File: src/rtl/keyb_ps2.sv
// PS/2 keyboard receiver with byte FIFO and CPU register window.
// DATA pops on read, STATUS flags are W1C, CONTROL holds irq_en and flush.
module keyb_ps2 #(
  parameter int          FIFO_DEPTH = 8,
  parameter logic [15:0] TIMEOUT    = 16'd50000
) (
  input  logic       clk,
  input  logic       reset,
  input  logic       ps2_clk,
  input  logic       ps2_data,
  input  logic       cs,
  input  logic       we,
  input  logic [3:0] addr,
  input  logic [7:0] data_in,
  output logic [7:0] data_out,
  output logic       irq
);

  localparam int AW = $clog2(FIFO_DEPTH);
  localparam int CW = AW + 1;

  typedef enum logic [1:0] {IDLE, SHIFT, PARITY, STOP} state_t;

  logic          r_kc_s1, r_kc_s2, r_kc_d;
  logic          r_kd_s1, r_kd_s2;
  state_t        r_state, w_state_n;
  logic [2:0]    r_bitcnt, w_bitcnt_n;
  logic [7:0]    r_shift, w_shift_n;
  logic          r_par, w_par_n;
  logic [15:0]   r_tmo, w_tmo_n;
  logic          r_push_pend;
  logic          w_fall, w_bit, w_push_req, w_frame_err;

  logic [7:0]    r_mem [FIFO_DEPTH];
  logic [AW-1:0] r_wp, r_rp;
  logic [CW-1:0] r_count;
  logic [7:0]    r_last, r_dout;
  logic          r_ovf, r_perr, r_irq_en, r_irq;
  logic          w_rd, w_wr, w_pop, w_flush, w_push, w_full, w_wr_en;
  logic          w_ovf_set, w_w1c, w_ne;
  logic [4:0]    w_cnt_ext;
  logic [3:0]    w_cnt4;
  logic [7:0]    w_rdata;

  always_ff @(posedge clk) begin
    if (reset) begin
      r_kc_s1 <= 1'b1;
      r_kc_s2 <= 1'b1;
      r_kc_d  <= 1'b1;
      r_kd_s1 <= 1'b1;
      r_kd_s2 <= 1'b1;
    end else begin
      r_kc_s1 <= ps2_clk;
      r_kc_s2 <= r_kc_s1;
      r_kc_d  <= r_kc_s2;
      r_kd_s1 <= ps2_data;
      r_kd_s2 <= r_kd_s1;
    end
  end

  assign w_fall = r_kc_d & ~r_kc_s2;
  assign w_bit  = r_kd_s2;

  always_ff @(posedge clk) begin
    if (reset) begin
      r_state     <= IDLE;
      r_bitcnt    <= '0;
      r_shift     <= '0;
      r_par       <= 1'b0;
      r_tmo       <= '0;
      r_push_pend <= 1'b0;
    end else begin
      r_state     <= w_state_n;
      r_bitcnt    <= w_bitcnt_n;
      r_shift     <= w_shift_n;
      r_par       <= w_par_n;
      r_tmo       <= w_tmo_n;
      r_push_pend <= w_push_req;
    end
  end

  always_comb begin
    w_state_n   = r_state;
    w_bitcnt_n  = r_bitcnt;
    w_shift_n   = r_shift;
    w_par_n     = r_par;
    w_push_req  = 1'b0;
    w_frame_err = 1'b0;
    if (w_fall)
      w_tmo_n = '0;
    else if (r_state != IDLE)
      w_tmo_n = r_tmo + 16'd1;
    else
      w_tmo_n = '0;
    unique case (r_state)
      IDLE: begin
        if (w_fall && !w_bit) begin
          w_state_n  = SHIFT;
          w_bitcnt_n = '0;
        end
      end
      SHIFT: begin
        if (w_fall) begin
          w_shift_n  = {w_bit, r_shift[7:1]};
          w_bitcnt_n = r_bitcnt + 3'd1;
          if (r_bitcnt == 3'd7)
            w_state_n = PARITY;
        end
      end
      PARITY: begin
        if (w_fall) begin
          w_par_n   = w_bit;
          w_state_n = STOP;
        end
      end
      STOP: begin
        if (w_fall) begin
          w_state_n = IDLE;
          if (w_bit && (^{r_shift, r_par}))
            w_push_req = 1'b1;
          else
            w_frame_err = 1'b1;
        end
      end
    endcase
    // a stalled partial frame is dropped silently
    if (r_state != IDLE && !w_fall && r_tmo >= TIMEOUT) begin
      w_state_n = IDLE;
      w_tmo_n   = '0;
    end
  end

  assign w_rd      = cs & ~we;
  assign w_wr      = cs & we;
  assign w_ne      = (r_count != '0);
  assign w_pop     = w_rd & (addr == 4'h0) & w_ne;
  assign w_flush   = w_wr & (addr == 4'h2) & data_in[7];
  assign w_w1c     = w_wr & (addr == 4'h1);
  assign w_push    = r_push_pend & ~w_flush;
  assign w_full    = (r_count == CW'(FIFO_DEPTH));
  assign w_wr_en   = w_push & (~w_full | w_pop);
  assign w_ovf_set = w_push & w_full & ~w_pop;

  always_ff @(posedge clk) begin
    if (w_wr_en)
      r_mem[r_wp] <= r_shift;
  end

  always_ff @(posedge clk) begin
    if (reset || w_flush) begin
      r_wp    <= '0;
      r_rp    <= '0;
      r_count <= '0;
    end else begin
      if (w_wr_en)
        r_wp <= r_wp + 1'b1;
      if (w_pop)
        r_rp <= r_rp + 1'b1;
      if (w_wr_en && !w_pop)
        r_count <= r_count + 1'b1;
      else if (!w_wr_en && w_pop)
        r_count <= r_count - 1'b1;
    end
  end

  always_ff @(posedge clk) begin
    if (reset) begin
      r_ovf    <= 1'b0;
      r_perr   <= 1'b0;
      r_irq_en <= 1'b0;
      r_last   <= '0;
      r_dout   <= '0;
      r_irq    <= 1'b0;
    end else begin
      r_ovf  <= w_ovf_set | (r_ovf & ~(w_w1c & data_in[1]));
      r_perr <= w_frame_err | (r_perr & ~(w_w1c & data_in[2]));
      if (w_wr && addr == 4'h2)
        r_irq_en <= data_in[0];
      if (w_pop)
        r_last <= r_mem[r_rp];
      if (w_rd)
        r_dout <= w_rdata;
      r_irq <= r_irq_en & (w_ne | r_ovf | r_perr);
    end
  end

  assign w_cnt_ext = 5'(r_count);
  assign w_cnt4    = (w_cnt_ext > 5'd15) ? 4'hF : w_cnt_ext[3:0];

  always_comb begin
    w_rdata = '0;
    unique case (1'b1)
      (addr == 4'h0): w_rdata = w_ne ? r_mem[r_rp] : r_last;
      (addr == 4'h1): w_rdata = {w_cnt4, 1'b0, r_perr, r_ovf, w_ne};
      (addr == 4'h2): w_rdata = {7'd0, r_irq_en};
      default:        w_rdata = '0;
    endcase
  end

  assign data_out = r_dout;
  assign irq      = r_irq;

endmodule

File: config.mk
export PLATFORM = sky130hd
export DESIGN_NAME = keyb_ps2
export DESIGN_NICKNAME = d
export VERILOG_FILES = /design/src/rtl/keyb_ps2.sv
export SDC_FILE = /design/constraint.sdc
export NUM_CORES = 1
export LEC_CHECK = 0
export ABC_AREA = 1
export CORE_UTILIZATION = 60
export CTS_CLUSTER_DIAMETER = 150
export DETAILED_ROUTE_END_ITERATION = 12
export PLACE_DENSITY_LB_ADDON = 0.12
export SLEW_MARGIN = 20
export SYNTH_ARGS = -nofsm -noshare
export SYNTH_HDL_FRONTEND = slang
export SYNTH_SLANG_ARGS = --single-unit
File: constraint.sdc
create_clock -name clk -period 6.1 [get_ports clk]
set_input_delay 0.915 -clock clk [delete_from_list [all_inputs] [get_ports clk]]
set_output_delay 0.915 -clock clk [all_outputs]
set_load 0.05 [all_outputs]
==> out/qor.csv, run 1 <==
stage,metric,value,unit
sta,slew_violations,0,
place,dp_hpwl,8176,um
synthesis,async_reset_ff_share,0,%
pwr,peakVddDrop,0.1754,mV
pwr,seqPwrFrac,48.2,%
clocking,root_buffer,clkbuf_8,
final_layout,diodes,0,
pwr,internal_power,1.535,mW
hold_path,min_path_cells,1,
detailed_routing,drt-wirelength-per-cell,14.27,um
sta,fin_crit_sh,51.81,%
detailed_routing,drt_iter0_markers,221,
place,gp_congestion,0.7674,
floorplanning,io_pins,27,
critical_path,r2r_start,r_count[0],
synthesis,synth_top_family_by_area,simple AND/OR/NAND/NOR gates,
synthesis,synth_compound_area_share,6.836,%
sta,setup_tns,0,ns
final_layout,finish.utilization,70.67,%
critical_path,critPathLaunchType,input port,
synthesis,synth_mux_area_share,0.1662,%
clocking,cts_buffer_depth,2,
critical_path,worstRegToRegCells,16,
sta,fmax,316.4,MHz
synthesis,synth_edf_count,64,
pwr,power.share.switching,21.24,%
detailed_routing,wl,12180,um
hold_path,hp-class,flop to flop,
synthesis,yosys.area_share.adder,3.033,%
sta,rsz0062_at_grt,no,
hold_path,hp-start,r_kd_s1,
critical_path,worstPathRequired,6.55,ns
critical_path,crit_path_end_kind,flop,
final_layout,final_cell_mix,"nand2_1 (167), inv_1 (100), nand3_1 (70)",
synthesis,synth.avg_cell_area,8.791,um2
final_layout,fillers,787,
floorplanning,fp.coreArea,9729,um2
detailed_routing,top_layer,met4,
sta,min_period,3.160,ns
synthesis,syn_area,6022,um2
detailed_routing,wl_met3,602,um
final_layout,num-nets-final,739,
detailed_routing,via_per_inst,5.175,
place,place_ws,2.522,ns
floorplanning,die_x,102.2,um
final_layout,final_common_cell,nand2_1,
pwr,p_sw,0.4139,mW
critical_path,path_max_fanout,9,
pwr,power_density,283.4,nW/um2
clocking,htreeDepth,4,
sta,worstMarginPinSlew,0.8914,ns
job,drv_cap,0,
detailed_routing,dr.pass1.iters,5,
clocking,cts_tree,done,
clocking,cts.sinks,133,
final_layout,drive_above_1_share,8.889,%
grt,grt_pass1_wl,19530,um
floorplanning,die_h,102.2,um
clocking,cts-resized-gates,0,
synthesis,synth-simple-area-share,24.00,%
hold_path,min_to,r_kd_s2,
critical_path,r2r-end,r_count[3],
clocking,clk_latency,0.52,ns
grt,antenna_found_initial,0,
grt,grt_max_degree,34,
synthesis,ys_ff_latch,133,
sta,setup_viol,0,
detailed_routing,wl_met2,5949,um
clocking,cts.clk_slew.worst_paths,0.06,ns
sta,fin_skew,0.006908,ns
final_layout,multiInputGateArea,2216,um2
status,status,finished clean,
grt,grt-ovfl-total,0,
clocking,cts_buffers,17,
synthesis,synth.distinct_cells,41,
clocking,postCtsSetupBuffers,0,
grt,grt.total_usage,25.24,%
final_layout,layout.area.seq,3303,um2
place,io_buffers,22,
synthesis,syn_inst,685,
synthesis,yosys.area_share.xor_xnor,2.763,%
clocking,postCtsHoldBufs,0,
sta,slew_headroom,40.39,%
final_layout,syn2layout_area_growth,14.17,%
detailed_routing,routed-via-count,4414,
floorplanning,initial_core_util,61.90,%
synthesis,synth_ff_type,dfxtp_1,
detailed_routing,wl_met1,5386,um
synthesis,yosysWarnings,0,
pwr,p_comb_share,3.4,%
detailed_routing,detail-route-antenna-nets,0,
grt,grt_pass1_vias,4078,
critical_path,r2r_slack,3.34,ns
pwr,leakagePower,2.859,nW
floorplanning,num_rows,36,
synthesis,synth.net_count,717,
critical_path,criticalPathCategory,input port to flop,
pwr,pwr-share-clk,48.4,%
sta,finalWorstSetupSlack,2.940,ns
synthesis,ys_seq_area_share,54.85,%
floorplanning,dieArea,10440,um2
sta,hold_viol,0,
detailed_routing,drc,0,
critical_path,cp_data_arrival_time,3.61,ns
## cells in the mapped netlist (all sizes together), types with 2 or more instances
cell,n,area share [%]
a21o,2,0.25
a21oi,40,3.3
a221oi,2,0.29
buf,16,1.3
clkbuf,4,0.25
dfxtp,69,23
edfxtp,64,32
ha,13,2.7
inv,108,6.8
nand2,172,11
nand3,74,6.5
nand4,4,0.52
nor2,52,4.7
nor3,4,0.58
o21ai,28,2.3
or2,5,0.52
xnor2,11,1.6
xor2,8,1.2
## worst max-delay path, stage by stage
cell and delay, ns:
clkdlybuf4s50_1 0.61, inv_2 0.10, nor2_8 0.17, nand2_4 0.10
inv_2 0.09, nor2_4 0.06, nor2_8 0.16, ha_1 0.22
inv_1 0.10, ha_1 0.29, a21o_1 0.18, a21oi_1 0.18
nor2_1 0.07, nor2_1 0.10, nand2_1 0.07, nand2_1 0.06
nand2_1 0.05, nor2_1 0.09
## sequential cells by signal, summed over array words and instances, names as in the netlist, 2 cells and up, named ones only
| name | flops |
|---|---|
| r_rp | 3 |
| r_last | 8 |
| r_bitcnt | 3 |
| r_state | 2 |
| r_mem | 64 |
| r_count | 4 |
| r_wp | 3 |
| r_shift | 8 |
| r_tmo | 16 |
| data_out | 8 |
## power groups by stage
stage / clock network (mW) / registers [mW] / logic (mW)
after floorplan: 0 / 0.956 / 0.0452
after global placement: 0 / 0.957 / 0.0626
after detailed placement: 0 / 0.958 / 0.0654
after CTS: 0.955 / 0.939 / 0.0659
after global routing: 1.00 / 0.939 / 0.0743
final: 0.944 / 0.939 / 0.0660
## cell type report
cell class              count  area share, %
clock buffers              19          6.133
clock inverters            13          1.929
inverters                 108          5.933
multi-input cells         424          32.23
flip-flops and latches    133          48.04
well taps                 133          2.420
repair buffers             23          3.312
## worst max path at each step
stage                       endpoint     from
after global placement    r_count[3]  addr[1]
after CTS                 r_count[3]       cs
after floorplan           r_count[3]  addr[3]
after detailed placement  r_count[3]  addr[1]
after global routing      r_count[3]       cs
final                     r_count[3]       cs
## logic make-up (layout without fill, tap and decap cells)
kind of cell / Yosys count / in the layout
compound gates: 77 / 77
flops: 133 / 133
xor+xnor: 19 / 19
fa+ha+maj: 14 / 14
simple gates: 313 / 313
buf+inv: 128 / 163
mux: 1 / 1
## layer usage
layer | vias up | GRT usage [%]
met3 | 19 | 6.156
met2 | 119 | 42.02
met4 | 0 | 9.121
li1 | 2251 | -
met1 | 2025 | 32.09
met5 | - | 0
## per-stage QoR
| step | hold slack (ns) | cells | power (mW) | area [um2] |
|---|---|---|---|---|
| CTS | 0.4187 | 853 | 1.960 | 6875 |
| finish | 0.4151 | 853 | 1.949 | 6875 |
| global placement | 0.4014 | 821 | 1.020 | 6321 |
| floorplan | 0.3895 | 685 | 1.002 | 6022 |
| global route | 0.4351 | 853 | 2.014 | 6875 |
| detailed placement | 0.3988 | 821 | 1.023 | 6321 |
Note: power is estimated with default switching activity, not from simulation.
==> run 2, diff against run 1 <==
CORE_UTILIZATION = 54   (was 60)
clock period = 2.9 ns   (was 6.1 ns; I/O delays follow)
==> run 2 against run 1 <==
  * Clock skew increased by 0.0016 ns
  * Die area increased by 11%
  * Design area increased by 4.0%
  * Flip-flop and latch count unchanged
  * Register-to-register slack got worse by 2.7 ns
  * Global-route usage decreased by 1.2 points
  * Combinational power increased by 120%
  * Hold slack got worse by 0.0054 ns
  * First-iteration DRC count increased by 71%
  * Critical path type unchanged
  * Largest power group unchanged
==> out/qor.csv, run 2 (synthesis gave the netlist of run 1 again) <==
stage,metric,value,unit,change
status,status,finished clean,,unchanged
hold_path,hp-class,flop to flop,,unchanged
critical_path,crit_chain,clkdlybuf4s50_1 > nor2_2 > nand2_2 > nor2_2 > nand4_2 > nand2_2 > nor2_8 > ha_1 > inv_1 > ha_1 > a21o_1 > a21oi_1 > nor2_1 > nor2_1 > nand2_1 > nor2_1 > nor2_1,,was clkdlybuf4s50_1 > inv_2 > nor2_8 > nand2_4 > inv_2 > nor2_4 > nor2_8 > ha_1 > inv_1 > ha_1 > a21o_1 > a21oi_1 > nor2_1 > nor2_1 > nand2_1 > nand2_1 > nand2_1 > nor2_1
sta,worstMarginPinSlew,0.5652,ns,was 0.8914 ns
critical_path,worstPathRequired,3.33,ns,was 6.55 ns
floorplanning,die_x,107.6,um,was 102.2 um
sta,fin_skew,0.008496,ns,was 0.006908 ns
final_layout,fillers,901,,was 787
clocking,htreeDepth,4,,unchanged
final_layout,reg.largest.list,"r_mem: 64 flops, r_tmo: 16 flops",,unchanged
final_layout,stdcell_area,7152,um2,was 6875 um2
critical_path,cp_slowest_cell,clkdlybuf4s50_1,,unchanged
sta,min_period,2.395,ns,
sta,slew_headroom,62.27,%,was 40.39%
detailed_routing,via_per_inst,5.128,,was 5.175
critical_path,crit_path_end_kind,flop,,unchanged
clocking,cts_buffers,17,,unchanged
sta,rsz0062_at_grt,no,,unchanged
place,place_inst,850,,was 821
pwr,p_sw,0.8904,mW,was 0.4139 mW
detailed_routing,wl,12770,um,"was 12,180 um"
critical_path,cp_data_arrival_time,2.83,ns,was 3.61 ns
clocking,cts_buffer_depth,2,,unchanged
detailed_routing,drt_iter0_markers,378,,was 221
place,gp_congestion,0.8883,,was 0.7674
place,place_ws,-0.01556,ns,was 2.522 ns
floorplanning,initial_core_util,55.55,%,was 61.90%
critical_path,crit_buf_inv,2,,was 4
clocking,root_buffer,clkbuf_8,,unchanged
detailed_routing,routed-via-count,4523,,"was 4,414"
sta,setup_tns,0,ns,unchanged
pwr,power.share.switching,20.19,%,was 21.24%
grt,grt-ovfl-total,0,,unchanged
floorplanning,fp.coreArea,10840,um2,was 9729 um2
pwr,p_comb_share,3.4,%,about the same
sta,setup_viol,0,,unchanged
final_layout,finish.utilization,65.97,%,was 70.67%
floorplanning,die_h,107.6,um,was 102.2 um
sta,hold_viol,0,,unchanged
clocking,cts_tree,done,,unchanged
sta,fin_crit_sh,82.59,%,
final_layout,largest_reg_flops,64,,unchanged
detailed_routing,dr.pass1.iters,5,,unchanged
final_layout,final_common_cell,nand2_1,,unchanged
final_layout,largest_register,r_mem,,unchanged
detailed_routing,drc,0,,unchanged
pwr,pwr-share-clk,51.8,%,was 48.4%
job,drv_cap,0,,unchanged
floorplanning,num_rows,38,,was 36
grt,grt.total_usage,24.04,%,was 25.24%
place,dp_hpwl,8566,um,was 8176 um
critical_path,crit_family,simple AND/OR/NAND/NOR gates,,unchanged
final_layout,final_cell_mix,"nand2_1 (167), inv_1 (100), nand3_1 (70)",,unchanged
clocking,postCtsHoldBufs,0,,unchanged
critical_path,path_max_fanout,3,,was 9
final_layout,layout.area.seq,3303,um2,unchanged
place,dpl_cell_area,6495,um2,was 6321 um2
pwr,peakVddDrop,0.4546,mV,was 0.1754 mV
clocking,clk_latency,0.53,ns,was 0.52 ns
pwr,internal_power,3.519,mW,was 1.535 mW
pwr,seqPwrFrac,44.8,%,was 48.2%
detailed_routing,drt-wirelength-per-cell,14.48,um,was 14.27 um
detailed_routing,detail-route-antenna-nets,0,,unchanged
pwr,leakagePower,3.037,nW,was 2.859 nW
place,io_buffers,22,,unchanged
final_layout,multiInputGateArea,2216,um2,unchanged
sta,finalWorstSetupSlack,0.5050,ns,was 2.940 ns
floorplanning,dieArea,11580,um2,"was 10,440 um2"
clocking,cts.sinks,133,,unchanged
critical_path,critPathLaunchType,input port,,unchanged
final_layout,num-nets-final,761,,was 739
sta,fmax,417.5,MHz,
clocking,cts-resized-gates,0,,unchanged
clocking,postCtsSetupBuffers,0,,unchanged
critical_path,crit_top_cell,nor2_1,,
final_layout,syn2layout_area_growth,18.76,%,was 14.17%
final_layout,diodes,0,,unchanged
grt,grt_pass1_wl,20690,um,"was 19,530 um"
clocking,cts.clk_slew.worst_paths,0.06,ns,about the same
final_layout,fin_cells,882,,was 853
sta,slew_violations,0,,unchanged
critical_path,max_stage_delay,0.43,ns,was 0.61 ns
grt,grt_max_degree,33,,was 34
final_layout,drive_above_1_share,12.13,%,was 8.889%
floorplanning,io_pins,27,,unchanged
critical_path,criticalPathCategory,input port to flop,,unchanged
grt,grt_pass1_vias,4391,,"was 4,078"
grt,antenna_found_initial,0,,unchanged
pwr,power_density,616.5,nW/um2,was 283.4 nW/um2
run 2: path summary, 6_finish.rpt:
| kind | start | to | slack [ns] | cells past startpoint |
|---|---|---|---|---|
| max reg2reg | r_count[0] | r_count[3] | 0.60 | 14 |
| max | addr[3] | r_count[3] | 0.50 | 17 |
| min reg2reg | r_kc_s1 | r_kc_s2 | 0.41 | 1 |
| min | r_kc_s1 | r_kc_s2 | 0.41 | 1 |
run 2: final cells by class:
| class | count | area share [%] |
|---|---|---|
| clock buffer | 23 | 7.733 |
| clock inverter | 9 | 1.452 |
| inverter | 108 | 5.703 |
| multi-input combinational | 424 | 30.98 |
| sequential | 133 | 46.19 |
| tap | 140 | 2.449 |
| timing repair buffer | 45 | 5.493 |
run 2: routing by layer:
metal	global-route usage, %	vias up	wire length (um)
met4	12.62	0	280
met1	30.05	2105	5858
met2	38.28	100	6089
met3	6.114	21	540
li1	-	2297	-
met5	0	-	0
run 2: worst register-to-register path: cells and delay by family, from the launching register on:
family | cells | cell delay (ns)
flip-flops | 1 | 0.37
buffers and inverters | 1 | 0.12
AND/OR/NAND/NOR | 9 | 0.93
AO/OA/AOI/OAI | 2 | 0.33
adder cells (fa/ha/maj) | 2 | 0.46
run 2: per-stage QoR:
step	total power, mW	hold slack, ns
after floorplan	2.107	0.3895
after global placement	2.152	0.3949
after detailed placement	2.161	0.3959
after CTS	4.448	0.4102
after global routing	4.533	0.4244
final	4.409	0.4097
run 2: power by group through the flow:
stage               combinational (mW)  clock, mW  sequential, mW
floorplan                       0.0950          0            2.01
global placement                 0.138          0            2.01
detailed placement               0.146          0            2.01
CTS                              0.147       2.33            1.97
global route                     0.164       2.39            1.98
finish                           0.148       2.29            1.98
